[src/rtl/fifo_ctrl_ext.sv]
// Control unit for the extended FIFO: pointers, occupancy count, status
// flags, read-valid strobe and sticky overflow/underflow flags.
module fifo_ctrl_ext #(
    parameter int ADDRESS_WIDTH = 4,
    parameter int AF_THRESH     = 14,
    parameter int AE_THRESH     = 2
) (
    input  logic                     clk,
    input  logic                     reset,
    input  logic                     wr,
    input  logic                     rd,
    input  logic                     clr_err,
    output logic                     wr_en,
    output logic [ADDRESS_WIDTH-1:0] w_addr,
    output logic [ADDRESS_WIDTH-1:0] r_addr,
    output logic                     full,
    output logic                     empty,
    output logic                     almost_full,
    output logic                     almost_empty,
    output logic [ADDRESS_WIDTH:0]   count,
    output logic                     rd_valid,
    output logic                     overflow,
    output logic                     underflow
);

    localparam logic [ADDRESS_WIDTH:0]   DEPTH   = {1'b1, {ADDRESS_WIDTH{1'b0}}};
    localparam logic [ADDRESS_WIDTH:0]   AF_C    = (ADDRESS_WIDTH+1)'(AF_THRESH);
    localparam logic [ADDRESS_WIDTH:0]   AE_C    = (ADDRESS_WIDTH+1)'(AE_THRESH);
    localparam logic [ADDRESS_WIDTH:0]   CNT_ONE = {{ADDRESS_WIDTH{1'b0}}, 1'b1};
    localparam logic [ADDRESS_WIDTH-1:0] PTR_ONE = {{(ADDRESS_WIDTH-1){1'b0}}, 1'b1};

    logic [ADDRESS_WIDTH-1:0] w_ptr;
    logic [ADDRESS_WIDTH-1:0] r_ptr;
    logic [ADDRESS_WIDTH:0]   cnt;
    logic                     push_ok;
    logic                     pop_ok;

    always_comb begin
        full         = (cnt == DEPTH);
        empty        = (cnt == '0);
        almost_full  = (cnt >= AF_C);
        almost_empty = (cnt <= AE_C);
        push_ok      = wr && !full;
        pop_ok       = rd && !empty;
        wr_en        = push_ok;
        w_addr       = w_ptr;
        r_addr       = r_ptr;
        count        = cnt;
    end

    always_ff @(posedge clk or posedge reset) begin
        if (reset) begin
            w_ptr     <= '0;
            r_ptr     <= '0;
            cnt       <= '0;
            rd_valid  <= 1'b0;
            overflow  <= 1'b0;
            underflow <= 1'b0;
        end else begin
            if (push_ok)
                w_ptr <= w_ptr + PTR_ONE;
            if (pop_ok)
                r_ptr <= r_ptr + PTR_ONE;
            case ({push_ok, pop_ok})
                2'b10:   cnt <= cnt + CNT_ONE;
                2'b01:   cnt <= cnt - CNT_ONE;
                default: cnt <= cnt;
            endcase
            rd_valid <= pop_ok;
            // A new error event wins over a coincident clear.
            if (wr && full)
                overflow <= 1'b1;
            else if (clr_err)
                overflow <= 1'b0;
            if (rd && empty)
                underflow <= 1'b1;
            else if (clr_err)
                underflow <= 1'b0;
        end
    end

endmodule
[config.mk]
export PLATFORM = sky130hd
export DESIGN_NAME = fifo_ctrl_ext
export DESIGN_NICKNAME = d
export VERILOG_FILES = /design/src/rtl/fifo_ctrl_ext.sv
export SDC_FILE = /design/constraint.sdc
export NUM_CORES = 1
export LEC_CHECK = 0
export CAP_MARGIN = 20
export CORE_MARGIN = 4
export CORE_UTILIZATION = 25
export CTS_CLUSTER_DIAMETER = 60
export DETAILED_ROUTE_END_ITERATION = 10
export HOLD_SLACK_MARGIN = 0.03
export PLACE_DENSITY_LB_ADDON = 0.05
export SKIP_LAST_GASP = 1
export SLEW_MARGIN = 20
export SYNTH_ARGS = -nofsm -noshare
export SYNTH_HDL_FRONTEND = slang
export SYNTH_SLANG_ARGS = --single-unit
export TNS_END_PERCENT = 50
[constraint.sdc]
create_clock -name clk -period 3.8 [get_ports clk]
set_input_delay 0.57 -clock clk [delete_from_list [all_inputs] [get_ports clk]]
set_output_delay 0.57 -clock clk [all_outputs]
set_load 0.01 [all_outputs]
# Word-level counts from Yosys, hierarchy flattened
# Index checks and enable logic that the tools add are counted.
totals:
  inputBits: 5
  regBits: 16
  output_inout_bits: 21
op_classes:
  n_reduce_logical: 10
  magnitude_cmp: 2
  n_eq_ne: 3
  add_sub_neg: 4
  mux: 4
ops:
  columns: ["cell", "n"]
  rows:
  - ["$pmux 5 s2", 1]
  - ["$add 4x1->4 const B", 2]
  - ["$reduce_bool 2->1", 3]
  - ["$add 5x1->5 const B", 1]
  - ["$eq 5x5->1 const B", 1]
  - ["$ge 5x4->1 const B", 1]
  - ["$le 5x2->1 const B", 1]
  - ["$logic_not 5->1", 1]
  - ["$sub 5x1->5 const B", 1]
  - ["$logic_and 1x1->1", 4]
  - ["$mux 1", 3]
  - ["$eq 2x1->1 const B", 1]
  - ["$eq 2x2->1 const B", 1]
  - ["$logic_not 1->1", 2]

# Longest topological paths before layout
logic_depth:
  ltp_word: 5
  ltp_mapped: 8
  mapped_depth_nobuf: 8

# Least setup slack after synthesis
# OpenSTA, ideal clock, no wires.
synth_path:
  kind: "reg-to-reg"
  start: "register cnt[0] (netlist: count[0])"
  end: "register cnt[4] (netlist: count[4])"
  t_required_ns: 3.666
  stages_incl_launch_ff: 9
  setup_slack_ns: 0.997
  arrival_time_ns: 2.669
  path_buffers: 0
  path_cell_list: "dfrtp_1 -> or3_4 -> o31ai_4 -> inv_1 -> ha_1 -> ha_1 -> or4b_2 -> o311ai_0 -> o211ai_1"
synth_via:
  elab_chain_cells: 5
  word_cells_on_any_way: 12
synth_rtl:
  columns: ["element", "line", "text"]
  rows:
  - ["start, declared", "34", "logic [ADDRESS_WIDTH:0] cnt;"]
  - ["start signal, assigned", "65", "2'b10: cnt <= cnt + CNT_ONE;"]
  - ["start signal, assigned", "66", "2'b01: cnt <= cnt - CNT_ONE;"]
  - ["start signal, assigned", "67", "default: cnt <= cnt;"]
  - ["$logic_not 5->1 (*)", "40", "empty = (cnt == '0);"]
  - ["$logic_not 1->1 (*)", "44", "pop_ok = rd && !empty;"]
  - ["$logic_and 1x1->1 (*)", "44", null]
  - ["net pop_ok", "36", "logic pop_ok;"]
  - ["$eq 2x1->1 / $eq 2x2->1 (equally long branches)", "64", "case ({push_ok, pop_ok})"]
  - ["$pmux 5 s2 / $reduce_bool 2->1 (equally long branches)", null, null]
# Mark *: on every way through the listed nets, which the timed path passes. The rest lies on a longest branch.
# A chain may end at the register's enable or synchronous reset.

# Worst setup path in the final report
# Same ends and word-level chain as after synthesis.

==> metrics list <==
* Count of distinct cell types in the synthesized netlist: 31
* Worst-Margin Slew: 0.6397 ns
* Met2 track utilization from global routing: 16.55%
- Peak ir drop on the vdd network: 0.2543 mV
* Total via count in the routed design: 721
* Maximum number of buffers from clock root to sink: 2
* GRT met3 Usage: 2.593%
- Adding up every negative setup slack in the final design gives 0 ns.
- The congestion estimate from routability-driven global placement came to 0.7610.
- At the end of the flow, the number of nets in the layout was 124.
- Number of iterations in the first detailed-routing pass: 4
- Number of global-route vias before repair: 759
* Post-detailed-route via-to-cell ratio: 4.622
- Sequential fraction of the synthesis area: 43.18%
* Net Count, Synth: 95
- The path class of the tightest hold or removal check is reg2reg.
* Sw Ratio: 38.95%
- Hold violation count in the final report: 0
* Share of layout cells above drive strength 1: 11.82%
- Worst path max stage delay: 0.61 ns
- For met1 alone, demand over resource in global routing was 12.20%.
* CTS tree: built
- Standard cell area after detailed placement: 1234 sq um
- The worst setup path is captured at a flip-flop.
- Clock-pin slew was measured on the worst setup and hold paths at 0.06 ns.
- The region available for standard cell placement spans 3468 sq um.
* Synthesized area: 927.1 sq um
- The tool flagged a number of max-cap violations equal to 0.
* Antenna diodes: 0
* Share of the clock period used by the worst path after layout: 78.02%
- Outcome: complete, no violations
* Remaining antenna violation count after routing: 0
- Across all setup checks in the final design, the least slack found is 0.8354 ns.
- Type of the setup path with the least slack: reg2reg
- For this run, design rule violations remaining after detail routing come to 0.
- Total power per unit cell area: 846.2 nW/um^2
* Cells after DPL: 153
- Sorting the synthesized cells by area gives the leading types as sky130_fd_sc_hd__dfrtp_1, sky130_fd_sc_hd__ha_1, sky130_fd_sc_hd__a21oi_1.
- Final Skew: 0.001200 ns
* Top Ports: 26
- Placed wire-length estimate: 1562 um
- Combinational logic is responsible for 53.7% of the overall power.
- After layout, the minimum clock period comes to 2.965 ns.
- The finished cells cover 1275 sq um.
* Number of standard cells in the final layout excluding fillers: 156
- Port buffering added 25 buffers.
- Synthesis inferred 16 register bits.
- Buffers added to address setup during post-CTS repair amount to 0.
- Max-slew headroom at the worst pin: 57.31%
* Largest delay share family, worst path: simple AND/OR/NAND/NOR gates
* Overall die area: 4747 sq um
- Multi-input combinational cell area: 495.5 sq um
- Violation count after the first detailed-route iteration: 19
* Fraction of registers with async set or reset after synthesis: 100.0%
- Library cell with the largest summed area after synthesis: sky130_fd_sc_hd__dfrtp_1
- The initial antenna violation count was 0.
- Count of mapped cells out of synthesis: 83
- Initial cell density of the core: 26.73%
* Final Setup Violations: 0
- Share of total power in sequential cells: 34.4%
* Series of cell instances along the critical path: or3_4 > o31ai_4 > inv_1 > ha_1 > ha_1 > or4b_2 > o311ai_0 > o211ai_1
- Startpoint Class: flip-flop
* Hold buffer count at cts: 0
- In this run, synthesis inferred 0 flip-flops with an integrated enable.
- Total Routing Usage GR: 10.08%
- Die Ht: 68.90 um
* PostCTS Resize Cnt: 0
* Synth Warn #: 0
* Portion of total power attributed to the clock network: 11.9%
- Final wirelength: 2073 um
* Leftover overflow at the end of global routing: 0
* Area delta synth->final: 37.52%
- For this run, the leading register cell type out of synthesis is sky130_fd_sc_hd__dfrtp_1.
* Critical path's most frequent cell: sky130_fd_sc_hd__ha_1
* Share of the synthesized area in the top cell type: 43.18%
- Slowest-stage cell, CP: sky130_fd_sc_hd__or4b_2
* Maximum net fanout on the critical path: 10
- Required time reported for the critical path endpoint: 3.92 ns
- Max-slew violations: 0
- Global-route wire length before repair: 3512 um
* # clock sinks: 16
- Clock network latency to the later pin of the worst-skew pair: 0.25 ns
- Data arrival time of the critical path: 3.09 ns
- Internal power comes to 0.0006586 W.
- Setup repair after global routing missed its margin: false
* Reported net switching power: 0.0004203 W
* Setup slack after placement: 0.6988 ns
- Maximum clock frequency: 0.3373 GHz
- Pin count of the biggest net entering global routing: 17
- FILL cells: 365
* Die extent in x: 68.90 um
- The number of buffers and inverters on the critical path is 1.
* # H-tree levels: 1
* WL/cell: 13.29 um
* Top Usage Layer GRT: met2
- Average instance area after synthesis: 11.17 sq um
* Overall power of the completed layout: 0.001079 W
* TritonCTS Buffers: 3
- CTS placed an instance of sky130_fd_sc_hd__clkbuf_8 at the clock tree root.
- The analysis attributes to cell leakage a power of 0.5323 nW.
- Cell Rows: 21
- Area taken by flip-flops and latches: 400.4 sq um
cells in the final DEF (no fill, tap or decap), types with 2 or more instances in the layout:
cell | Yosys | final
sky130_fd_sc_hd__clkdlybuf4s50_1 | 0 | 25
sky130_fd_sc_hd__dfrtp_1 | 16 | 16
sky130_fd_sc_hd__a21oi_1 | 8 | 8
sky130_fd_sc_hd__inv_1 | 6 | 6
sky130_fd_sc_hd__ha_1 | 6 | 6
sky130_fd_sc_hd__xnor2_1 | 4 | 4
sky130_fd_sc_hd__xor2_1 | 4 | 4
sky130_fd_sc_hd__nor2_1 | 3 | 3
sky130_fd_sc_hd__nor3b_1 | 3 | 3
sky130_fd_sc_hd__nand4_1 | 3 | 3
sky130_fd_sc_hd__nand2_1 | 3 | 3
sky130_fd_sc_hd__clkbuf_8 | 0 | 3
sky130_fd_sc_hd__o211ai_1 | 2 | 2
sky130_fd_sc_hd__nand3_1 | 2 | 2
sky130_fd_sc_hd__mux2_2 | 2 | 2
sky130_fd_sc_hd__nor3_1 | 2 | 2
sky130_fd_sc_hd__a22o_1 | 2 | 2
sky130_fd_sc_hd__mux2_4 | 2 | 2
path summary, 6_finish.rpt:
path                           start   endpoint  slack (ns)  cells past startpoint
max                         count[0]   count[4]        0.84                      8
min in group asynchronous      reset  r_addr[2]        0.71                      2
min                        r_addr[3]  r_addr[3]        0.47                      1
max reg2reg                 count[0]   count[4]        0.84                      8
max in group asynchronous      reset   rd_valid        2.68                      2
min reg2reg                r_addr[3]  r_addr[3]        0.47                      1
synthesized netlist by cell type, types with 2 or more instances:
library cell	instances
sky130_fd_sc_hd__a22o_1	2
sky130_fd_sc_hd__mux2_4	2
sky130_fd_sc_hd__inv_1	6
sky130_fd_sc_hd__nand2_1	3
sky130_fd_sc_hd__nor3_1	2
sky130_fd_sc_hd__xor2_1	4
sky130_fd_sc_hd__mux2_2	2
sky130_fd_sc_hd__nand3_1	2
sky130_fd_sc_hd__a21oi_1	8
sky130_fd_sc_hd__ha_1	6
sky130_fd_sc_hd__o211ai_1	2
sky130_fd_sc_hd__dfrtp_1	16
sky130_fd_sc_hd__nand4_1	3
sky130_fd_sc_hd__xnor2_1	4
sky130_fd_sc_hd__nor3b_1	3
sky130_fd_sc_hd__nor2_1	3
stage by stage:
stage          hold WS [ns]  utilization (%)
5_1_grt              0.4898            36.76
6_report             0.4662            36.76
3_5_place_dp         0.4642            35.57
3_3_place_gp         0.4557            35.57
4_1_cts              0.4726            36.76
2_1_floorplan        0.4837                -
state kept, by name, summed over array words and instances (netlist names):
signal     count
count          5
underflow      1
rd_valid       1
w_addr         4
r_addr         4
overflow       1
routing by layer:
metal	wire length (um)	up-vias
met1	942	338
met2	980	18
met3	115	4
met5	0	-
li1	-	361
met4	34	0
power by group through the flow:
stage | Combinational [W] | Clock, W | Sequential, W
5_1_grt | 0.000647 | 0.000141 | 0.000390
6_report | 0.000580 | 0.000128 | 0.000371
3_3_place_gp | 0.000585 | 0 | 0.000374
2_1_floorplan | 0.000310 | 0 | 0.000375
4_1_cts | 0.000590 | 0.000131 | 0.000372
3_5_place_dp | 0.000588 | 0 | 0.000375
layout make-up:
cell class | count | area share (%)
multi-input combinational | 59 | 38.86
sequential | 16 | 31.40
timing repair buffer | 26 | 20.22
tap | 46 | 4.514
clock buffer | 3 | 3.238
inverter | 6 | 1.766
cells by family (layout without fill, tap and decap cells):
| family | Yosys count | after routing | share of synthesized area (%) |
|---|---|---|---|
| multiplexers | 4 | 4 | 5.668 |
| XOR/XNOR | 8 | 8 | 7.557 |
| AND/OR/NAND/NOR | 21 | 21 | 13.50 |
| AO/OA/AOI/OAI | 19 | 19 | 16.46 |
| adder cells (fa/ha/maj) | 7 | 7 | 10.26 |
| buffers and inverters | 8 | 35 | 3.373 |
| flip-flops | 16 | 16 | 43.18 |
Note: power is estimated with default switching activity, not from simulation.
==> RTL change: new RTL, same settings <==
Set the parameter `ADDRESS_WIDTH` to 3 (it was 4).
--- a/src/rtl/fifo_ctrl_ext.sv
+++ b/src/rtl/fifo_ctrl_ext.sv
@@ -2,5 +2,5 @@
 // flags, read-valid strobe and sticky overflow/underflow flags.
 module fifo_ctrl_ext #(
-    parameter int ADDRESS_WIDTH = 4,
+    parameter int ADDRESS_WIDTH = 3,
     parameter int AF_THRESH     = 14,
     parameter int AE_THRESH     = 2
Interface: changed (resized count, r_addr and w_addr); port bits go from 26 to 23. No check against the original RTL was run, so the function may have changed too.
==> RTL change against the original RTL <==
  * Wire length shrank 24%
  * Setup slack improved by 0.23 ns
  * Total power fell by 24%
  * Synthesized area down 22%
  * Global-route usage shrank 0.71 points
  * Sequential cell count is 3 lower
  * Cell area fell by 22%
  * First-iteration DRC count shrank 32%
  * Synthesized cell count shrank 22%
==> RTL change: results (changes against the original RTL) <==
status: "finished, final reports clean"
multiInputGateArea_um2: 351.6  # -29%
nets: 101  # -19%
cp_top_family: "simple AND/OR/NAND/NOR gates"
slowest_delay_ns: 0.62
vias_per_cell: 4.433  # -4.1%
globalplace.congestion: 0.7049  # -7.4%
synth_cell_type_count: 29  # -6.5%
cp.arrival_ns: 2.89  # -0.20 ns
slew_headroom_pct: 66.28  # +9.0 points
worst-path-max-fanout: 9  # -1
dr.pass1.iters: 4  # unchanged
synthTopCellsByArea: "dfrtp_1, ha_1, xnor2_1"
worstSkewPairLatency_ns: 0.27  # +0.02 ns
pre_cts_ws_ns: 0.9408  # +0.2420 ns
cts_resized: 0  # unchanged
grtUsageTotal_pct: 9.374  # -0.71 points
grt_pass1_vias: 554  # -27%
synth_commonest_cells: "dfrtp_1, inv_1, ha_1, nand2_1, xnor2_1"
numPortBuffers: 22  # -12%
largest_register_ffs: 4  # -1
grt_max_degree: 14  # -3
ys_warn_count: 0  # unchanged
holdCritPathClass: "reg2reg"
grt_pass1_wl_um: 2573  # -27%
syn_nets: 76  # -20%
ys_seq_area_share_pct: 44.75  # +1.6 points
cts_root_buf: "clkbuf_4"
cp_slowest_cell: "or4b_4"
finalClockSkew_ns: 0.005769  # +0.004570 ns
max-vdd-ir-drop_mv: 0.3234  # +27%
clock_path_buffers: 2  # unchanged
dpl-instance-area_um2: 969.7  # -21%
post_cts_buffers: 0  # unchanged
ys_async_sr_fraction_pct: 100.0  # unchanged
clkSlewWorstSetupHoldPaths_ns: 0.08  # +0.02 ns
cts_buffers: 3  # unchanged
n_antenna_cell: 0  # unchanged
drt_iter0_drc: 13  # -6
routed_wirelength_um: 1584  # -24%
ys.flop_type: "dfrtp_1"
h-tree-depth: 1  # unchanged
dpl.hpwl_um: 1174  # -25%
drive_above_1_share_pct: 7.865  # -4.0 points
nFillCells: 283  # -22%
p_leak_nw: 0.4230  # -21%
antenna_found_initial: 0  # unchanged
-- RTL change: cell families after synthesis --
group	synth area share [%]
AOI/OAI and AO/OA	9.811
xor gates and xnor gates	7.229
adders and majority gates	11.36
buffers and inverters	6.884
DFF	44.75
muxes	6.540
and+or+nand+nor	13.42
-- RTL change: report_power, final --
part | internal, mW | switching (mW) | leakage (nW)
Combinational | 0.262 | 0.184 | 0.251
Clock | 0.0406 | 0.0445 | 0.0150
Sequential | 0.204 | 0.0872 | 0.157
-- RTL change: cell type report --
type                    count  share of cell area (%)
clock buffers               4                   2.638
well taps                  31                   3.894
flip-flops and latches     13                   32.66
repair buffers             22                   22.11
multi-input cells          41                   35.30
inverters                   9                   3.392
-- RTL change: metrics by stage --
step | std cells | hold WS (ns) | power (mW)
floorplan | 65 | 0.4470 | 0.5372
global placement | 116 | 0.4602 | 0.7497
detailed placement | 116 | 0.4660 | 0.7501
CTS | 120 | 0.4777 | 0.8390
global route | 120 | 0.4972 | 0.9043
finish | 120 | 0.4696 | 0.8222
-- RTL change: final timing paths --
kind	start	to	slack [ns]	cells past startpoint
worst max-delay path	count[0]	count[3]	1.07	7
worst min-delay path	w_addr[2]	w_addr[2]	0.47	1
worst max register to register	count[0]	count[3]	1.07	7
worst min register to register	w_addr[2]	w_addr[2]	0.47	1
max in group asynchronous	reset	count[2]	2.84	2
min in group asynchronous	reset	underflow	0.62	2
-- RTL change: routing by layer --
metal	share of wire, %	track usage (%)	vias up
li1	-	-	276
met1	48	12.09	241
met2	44	14.50	13
met3	6.1	2.479	2
met4	1.6	4.545	0
met5	0	0	-
